$ cat src/rtl/uart_tx_pacer_if.sv
// Byte-strobe bundle between the producer, the pacer and uart_tx.
// The master drives the write strobe; the slave (pacer) drives the paced output and queue status.
interface uart_tx_pacer_if #(
  parameter int ADDR_W = 4
);
  logic [7:0]      pi_data;
  logic            pi_flag;
  logic [7:0]      po_data;
  logic            po_flag;
  logic            full;
  logic [ADDR_W:0] level;
  logic            overflow;

  modport master (
    output pi_data,
    output pi_flag,
    input  po_data,
    input  po_flag,
    input  full,
    input  level,
    input  overflow
  );

  modport slave (
    input  pi_data,
    input  pi_flag,
    output po_data,
    output po_flag,
    output full,
    output level,
    output overflow
  );
endinterface

$ cat src/rtl/uart_tx_pacer.sv
// Byte FIFO plus frame-rate pacer feeding uart_tx: one po_flag strobe per UART frame time, write-to-strobe 2 cycles when idle.
// No backpressure upstream: a write into a full queue is dropped and reported by a one-cycle overflow pulse.
module uart_tx_pacer #(
  parameter int CLK_FREQ   = 50_000_000,
  parameter int UART_BPS   = 9600,
  parameter int FRAME_BITS = 10,
  parameter int DEPTH      = 16,
  parameter int ADDR_W     = 4
) (
  input  logic           sys_clk,
  input  logic           sys_rst_n,
  uart_tx_pacer_if.slave bus
);

  localparam int BIT_CYCLES   = CLK_FREQ / UART_BPS;
  localparam int FRAME_CYCLES = BIT_CYCLES * FRAME_BITS;
  localparam int CNT_W        = (FRAME_CYCLES > 2) ? $clog2(FRAME_CYCLES) : 1;
  localparam int LVL_W        = ADDR_W + 1;

  localparam logic [CNT_W-1:0]  CNT_LAST = CNT_W'(FRAME_CYCLES - 2);
  localparam logic [CNT_W-1:0]  CNT_ONE  = CNT_W'(1);
  localparam logic [LVL_W-1:0]  LVL_FULL = LVL_W'(DEPTH);
  localparam logic [LVL_W-1:0]  LVL_ONE  = LVL_W'(1);
  localparam logic [ADDR_W-1:0] PTR_ONE  = ADDR_W'(1);

  localparam logic [0:0] IDLE = 1'b0;
  localparam logic [0:0] WAIT = 1'b1;

  logic [7:0]        mem [DEPTH];
  logic [ADDR_W-1:0] wr_ptr;
  logic [ADDR_W-1:0] rd_ptr;
  logic [CNT_W-1:0]  cnt;
  logic [0:0]        state;
  logic              wr_en;
  logic              rd_en;
  logic [LVL_W-1:0]  level_nxt;

  // A pop happens only from IDLE, so a read never needs a write bypass (level is already non-zero).
  always_comb begin
    wr_en     = bus.pi_flag && (bus.level != LVL_FULL);
    rd_en     = (state == IDLE) && (bus.level != '0);
    level_nxt = bus.level;
    if (wr_en && !rd_en) begin
      level_nxt = bus.level + LVL_ONE;
    end else if (rd_en && !wr_en) begin
      level_nxt = bus.level - LVL_ONE;
    end
  end

  always_ff @(posedge sys_clk) begin
    if (wr_en) begin
      mem[wr_ptr] <= bus.pi_data;
    end
  end

  // Overflow looks at the pre-edge level, so a simultaneous pop does not rescue a write into a full queue.
  always_ff @(posedge sys_clk or negedge sys_rst_n) begin
    if (!sys_rst_n) begin
      wr_ptr       <= '0;
      rd_ptr       <= '0;
      bus.level    <= '0;
      bus.full     <= 1'b0;
      bus.overflow <= 1'b0;
    end else begin
      if (wr_en) begin
        wr_ptr <= wr_ptr + PTR_ONE;
      end
      if (rd_en) begin
        rd_ptr <= rd_ptr + PTR_ONE;
      end
      bus.level    <= level_nxt;
      bus.full     <= (level_nxt == LVL_FULL);
      bus.overflow <= bus.pi_flag && (bus.level == LVL_FULL);
    end
  end

  // Leaving WAIT at FRAME_CYCLES-2 plus the IDLE pop edge spaces strobes exactly FRAME_CYCLES apart.
  always_ff @(posedge sys_clk or negedge sys_rst_n) begin
    if (!sys_rst_n) begin
      state       <= IDLE;
      cnt         <= '0;
      bus.po_data <= 8'h00;
      bus.po_flag <= 1'b0;
    end else begin
      bus.po_flag <= 1'b0;
      case (state)
        IDLE: begin
          if (rd_en) begin
            bus.po_data <= mem[rd_ptr];
            bus.po_flag <= 1'b1;
            cnt         <= '0;
            state       <= WAIT;
          end
        end
        WAIT: begin
          cnt <= cnt + CNT_ONE;
          if (cnt == CNT_LAST) begin
            state <= IDLE;
          end
        end
        default: state <= IDLE;
      endcase
    end
  end

endmodule
$ cat src/flat_wrapper.sv
// flat-port wrapper written by rule: the top's interface ports become plain ports
module uart_tx_pacer_flat 
#(
  parameter int CLK_FREQ   = 50_000_000,
  parameter int UART_BPS   = 9600,
  parameter int FRAME_BITS = 10,
  parameter int DEPTH      = 16,
  parameter int ADDR_W     = 4
)
  (sys_clk, sys_rst_n, bus_pi_data, bus_pi_flag, bus_po_data, bus_po_flag, bus_full, bus_level, bus_overflow);
  uart_tx_pacer_if #(.ADDR_W(ADDR_W)) bus_i ();
  input  logic sys_clk;
  input  logic sys_rst_n;
  input wire logic [$bits(bus_i.pi_data)-1:0] bus_pi_data;
  input wire logic [$bits(bus_i.pi_flag)-1:0] bus_pi_flag;
  output wire logic [$bits(bus_i.po_data)-1:0] bus_po_data;
  output wire logic [$bits(bus_i.po_flag)-1:0] bus_po_flag;
  output wire logic [$bits(bus_i.full)-1:0] bus_full;
  output wire logic [$bits(bus_i.level)-1:0] bus_level;
  output wire logic [$bits(bus_i.overflow)-1:0] bus_overflow;
  assign bus_i.pi_data = bus_pi_data;
  assign bus_i.pi_flag = bus_pi_flag;
  assign bus_po_data = bus_i.po_data;
  assign bus_po_flag = bus_i.po_flag;
  assign bus_full = bus_i.full;
  assign bus_level = bus_i.level;
  assign bus_overflow = bus_i.overflow;
  uart_tx_pacer #(.CLK_FREQ(CLK_FREQ), .UART_BPS(UART_BPS), .FRAME_BITS(FRAME_BITS), .DEPTH(DEPTH), .ADDR_W(ADDR_W)) u_core (.sys_clk(sys_clk), .sys_rst_n(sys_rst_n), .bus(bus_i));
endmodule
$ cat config.mk
export PLATFORM = sky130hd
export DESIGN_NAME = uart_tx_pacer_flat
export DESIGN_NICKNAME = d
export VERILOG_FILES = /design/src/rtl/uart_tx_pacer_if.sv /design/src/rtl/uart_tx_pacer.sv /design/src/flat_wrapper.sv
export SDC_FILE = /design/constraint.sdc
export NUM_CORES = 1
export LEC_CHECK = 0
export CAP_MARGIN = 0
export CORE_ASPECT_RATIO = 0.75
export CORE_MARGIN = 2
export CORE_UTILIZATION = 60
export DETAILED_ROUTE_END_ITERATION = 8
export PLACE_DENSITY = 0.89
export SLEW_MARGIN = 20
export SYNTH_ARGS = -nofsm -noshare
export SYNTH_HDL_FRONTEND = slang
export SYNTH_SLANG_ARGS = --single-unit
$ cat constraint.sdc
create_clock -name sys_clk -period 7.12 [get_ports sys_clk]
set_clock_uncertainty 0.2 [all_clocks]
set_input_delay 2.136 -clock sys_clk [delete_from_list [all_inputs] [get_ports sys_clk]]
set_output_delay 2.136 -clock sys_clk [all_outputs]
set_load 0.005 [all_outputs]
# After elaboration in Yosys (flattened, before gate mapping)
# Memory sizes are Yosys's and may differ from the RTL's. A register that Yosys moved wholly into a read port is not among the register bits.
# Index checks and enable logic that the tools add are counted.
[totals]
ff_bits = 33
memories = 1
ramBits = 128
input_bits = 11
output_inout_bits = 16
[mem_list]
columns = ["name", "depth", "word_bits", "read_ports", "rd_ports_with_merged_regs", "wr", "line_no", "rtl"]
rows = [
  ["u_core.mem", 16, 8, 1, 1, 1, "uart_tx_pacer.sv:29", "logic [7:0] mem [DEPTH];"],
]
[op_classes]
add_sub_neg = 5
mux = 10
reduce_logical = 10
bitwise_logic = 1
eq_ne = 5
[op_table]
columns = ["operator", "n"]
rows = [
  ["$pmux 16 s2", 1],
  ["$add 16x1->16 const B", 1],
  ["$eq 16x16->1 const B", 1],
  ["$mux 16", 1],
  ["$eq 5x5->1 const B", 2],
  ["$mux 5", 2],
  ["$add 4x1->4 const B", 2],
  ["$add 5x1->5 const B", 1],
  ["$logic_and 1x1->1", 5],
  ["$mux 1", 5],
  ["$ne 5x5->1 const B", 1],
  ["$reduce_bool 5->1", 1],
  ["$sub 5x1->5 const B", 1],
  ["$logic_not 1->1", 3],
  ["$ne 2x1->1 const B", 1],
  ["$pmux 1 s2", 1],
  ["$reduce_and 2->1", 1],
  ["$not 1->1", 1],
]

# Logic depth before layout (Yosys ltp)
[logic_depth]
ltp_word = 7
depth_mapped = 9
ltp_nobuf = 8

# Worst setup path after synthesis
# No wires, ideal clock.
[synth_path]
kind = "input to register"
startpoint = "input bus_pi_flag"
endpoint = "memory u_core.mem[5][0], enable pin"
path_buffers = 1
path_stages = 4
setup_slack_ns = 3.286
arrival_time_ns = 3.250
required_ns = 6.537
path_cell_list = "nor2b_1 buf_2 nand2_1 nor3_1"
[synth_between]
elab_chain_cells = 3
[synth_rtl]
columns = ["element", "line_no", "rtl"]
rows = [
  ["from (decl)", "flat_wrapper.sv:15", "input wire logic [$bits(bus_i.pi_flag)-1:0] bus_pi_flag;"],
  ["$logic_and 1x1->1", "uart_tx_pacer.sv:40", "wr_en = bus.pi_flag && (bus.level != LVL_FULL);"],
  ["$mux 1", "uart_tx_pacer.sv:51", "if (wr_en) begin"],
  ["$mux 1 (not written as such)", "uart_tx_pacer.sv:52", "mem[wr_ptr] <= bus.pi_data;"],
  ["to (decl)", "uart_tx_pacer.sv:29", ""],
]
# Every way passes these cells.

# Worst setup path in the final report
[layout_path]
startpoint = "input bus_pi_flag"
endpoint = "memory u_core.mem[7][0], enable pin"
# Same word-level chain as after synthesis.

==> results.toml <==
[global_routing]
overflow = 0
grt_max_degree = 42
grt_pass1_wl_mm = 22.0
antenna_found_initial = 0
first_global_vias = 3807
track_usage_pct = 24.7

[die]
rows = 34
core-area_sq_um = 11400
die_area_sq_um = 12500
io_pins = 27
start_util_pct = 60.9
die_x_um = 128
die_height_um = 97.3

[critical_path]
regToRegEndpoint = "u_core.mem[7][0]"
crit_path_start = "bus_pi_flag"
worstReg2RegStart = "u_core.bus.level[1]"
r2r_cells = 6
crit_fanout = 12
cp.arrival_ns = 4.64
cp-endpoint = "u_core.mem[7][0]"
worstPathRequired_ns = 6.96
r2r_slack_ns = 3.61
cp-end-kind = "flip-flop"
crit_type = "in2reg"
cp-start-kind = "input pin"

[clocking]
cts_tree = "built"
cts_resized = 0
clk_pin_slew_worst_paths_ns = 0.06
postCtsSetupBuffers = 0
cts_hold_buf = 0
clock_latency_ns = 0.42
clock_path_buffers = 2
clock-sinks = 169
htreeDepth = 4
cts-buffers-inserted = 17
clock-root-buffer = "clkbuf_16"

[yosys]
postSynthAreaPerCell_sq_um = 17.2
synth_most_common_cell = "edfxtp_1"
syn_inst = 405
synthTopCellsByArea = "edfxtp_1 55%, dfrtp_1 15%, mux4_2 10%"
yosys-top-cells-count = "128 x edfxtp_1, 41 x dfrtp_1, 32 x mux4_2"
synth_ff_type = "edfxtp_1"
synth.top_cell.area_share_pct = 55.2
yosysTopAreaCell = "edfxtp_1"
synth_nets = 425
synth_edf_count = 128
synth_cell_types = 45
ys_warn_count = 0
ys_seq_area_share_pct = 69.9
syn_area_sq_um = 6970
synth_async_sr_flop_share_pct = 24.3
ys_ff_latch = 169

[drt]
routedWlPerCell_um = 24.1
wirelength_mm = 14.2
dr.pass1.iters = 5
vias = 3819
drt_iter0_drc = 573
via_per_inst = 6.45
antenna_left = 0
drc = 0

[cells_and_area]
multi_input_area_sq_um = 1920
syn2layout_area_growth_pct = 13.8
regArea_sq_um = 4870
stdcell_count = 592
nets = 455
final.fill_count = 686
final_layout_size_suffix_gt1_share_pct = 18.5
antenna_cells = 0

[place]
gp_congestion = 0.819
hpwl_mm = 8.74
dp.cells = 560
place_ws_ns = 1.90
io_buffers = 26

[sta]
setup_violations = 0
final-hold-violation-count = 0
worst_pin_slew_ns = 1.03
hold_slack_ns = 0.286
rsz0062_at_grt = "false"
setup-tns-final_ns = 0
min_period_over_period_pct = 67.4
slew_headroom_pct = 30.5
max_freq_ghz = 0.208
final.min_clock_period_ns = 4.80
setup_slack_ns = 2.32
maxSlewViolCount = 0

[pwr]
p_leak_nw = 2.78
p_per_area_nw_per_um2 = 311
finalPower_mw = 2.46
ir_drop_uv = 205

[flow_run]
drv.max_cap_violation_count = 0

[hold_path]
min_path_type = "reg2reg"

[outcome]
status = "finished clean"
## registers in the layout, summed over array words and instances, names as in the netlist
signal               flops
u_core.bus.full          1
u_core.bus.level         5
u_core.bus.overflow      1
u_core.bus.po_data       8
u_core.bus.po_flag       1
u_core.cnt              16
u_core.mem             128
u_core.rd_ptr            4
u_core.state             1
u_core.wr_ptr            4
## cell usage in the layout, fill, tap and decap left out, drive strengths merged, types with 6 or more instances in the layout
master and n:
nand4 8, buf 8, clkbuf 20, inv 17, a211o 7, ha 9
o21ai 9, clkdlybuf4s50 25, mux4 32, xnor2 8, nand2 22, nor2 14
mux2i 20, dfrtp 41, nor3 14, and3 6, edfxtp 128, nand3 9
## area by class of cell
type | instances | area share (%)
well taps | 144 | 2.27
multi-input cells | 201 | 24.3
clock inverters | 12 | 1.72
inverters | 13 | 0.647
flip-flops and latches | 169 | 61.4
clock buffers | 20 | 5.76
repair buffers | 33 | 3.88
## worst min-delay path by stage
| stage | from | end | slack [ns] | depth (start not counted) |
|---|---|---|---|---|
| floorplan | u_core.cnt[3] | u_core.cnt[3] | 0.24 | 1 |
| global placement | u_core.cnt[15] | u_core.cnt[15] | 0.27 | 1 |
| detailed placement | u_core.cnt[15] | u_core.cnt[15] | 0.27 | 1 |
| CTS | u_core.cnt[15] | u_core.cnt[15] | 0.29 | 1 |
| global route | u_core.bus.po_data[7] | u_core.bus.po_data[7] | 0.31 | 1 |
| finish | u_core.bus.po_data[7] | u_core.bus.po_data[7] | 0.29 | 1 |
## kinds of logic (layout without fill, tap and decap cells)
kind of cell,after synthesis,count (layout),synth area share (%)
XOR/XNOR,9,9,1.33
AND/OR/NAND/NOR,92,92,7.15
AO/OA/AOI/OAI,36,36,3.70
flip-flops,169,169,69.9
buffers and inverters,35,78,2.60
multiplexers,54,54,13.5
adder cells (fa/ha/maj),10,10,1.76
## critical path: stages
cell and delay (ns):
clkdlybuf4s50_1 0.57, nor2b_1 0.76, nand2_1 0.31, nor3_1 0.86
## metrics by stage
stage / utilization (%) / cell area (sq um)
2_1_floorplan: - / 6970
3_3_place_gp: 64.0 / 7320
3_5_place_dp: 64.0 / 7320
4_1_cts: 69.2 / 7920
5_1_grt: 69.3 / 7930
6_report: 69.3 / 7930
## power breakdown
| part | switching (mW) | internal (mW) | total [mW] |
|---|---|---|---|
| clock network | 0.376 | 0.539 | 0.915 |
| registers | 0.0769 | 1.17 | 1.25 |
| logic | 0.171 | 0.134 | 0.305 |
| total | 0.623 | 1.84 | 2.46 |
## per-layer routing
metal | vias up | track usage [%] | routed length, um
li1 | 1648 | - | -
met1 | 1933 | 35.5 | 5880
met2 | 216 | 36.4 | 6910
met3 | 22 | 8.37 | 1270
met4 | 0 | 7.61 | 194
met5 | - | 0 | 0
No activity file was read; power rests on OpenSTA's default activity.
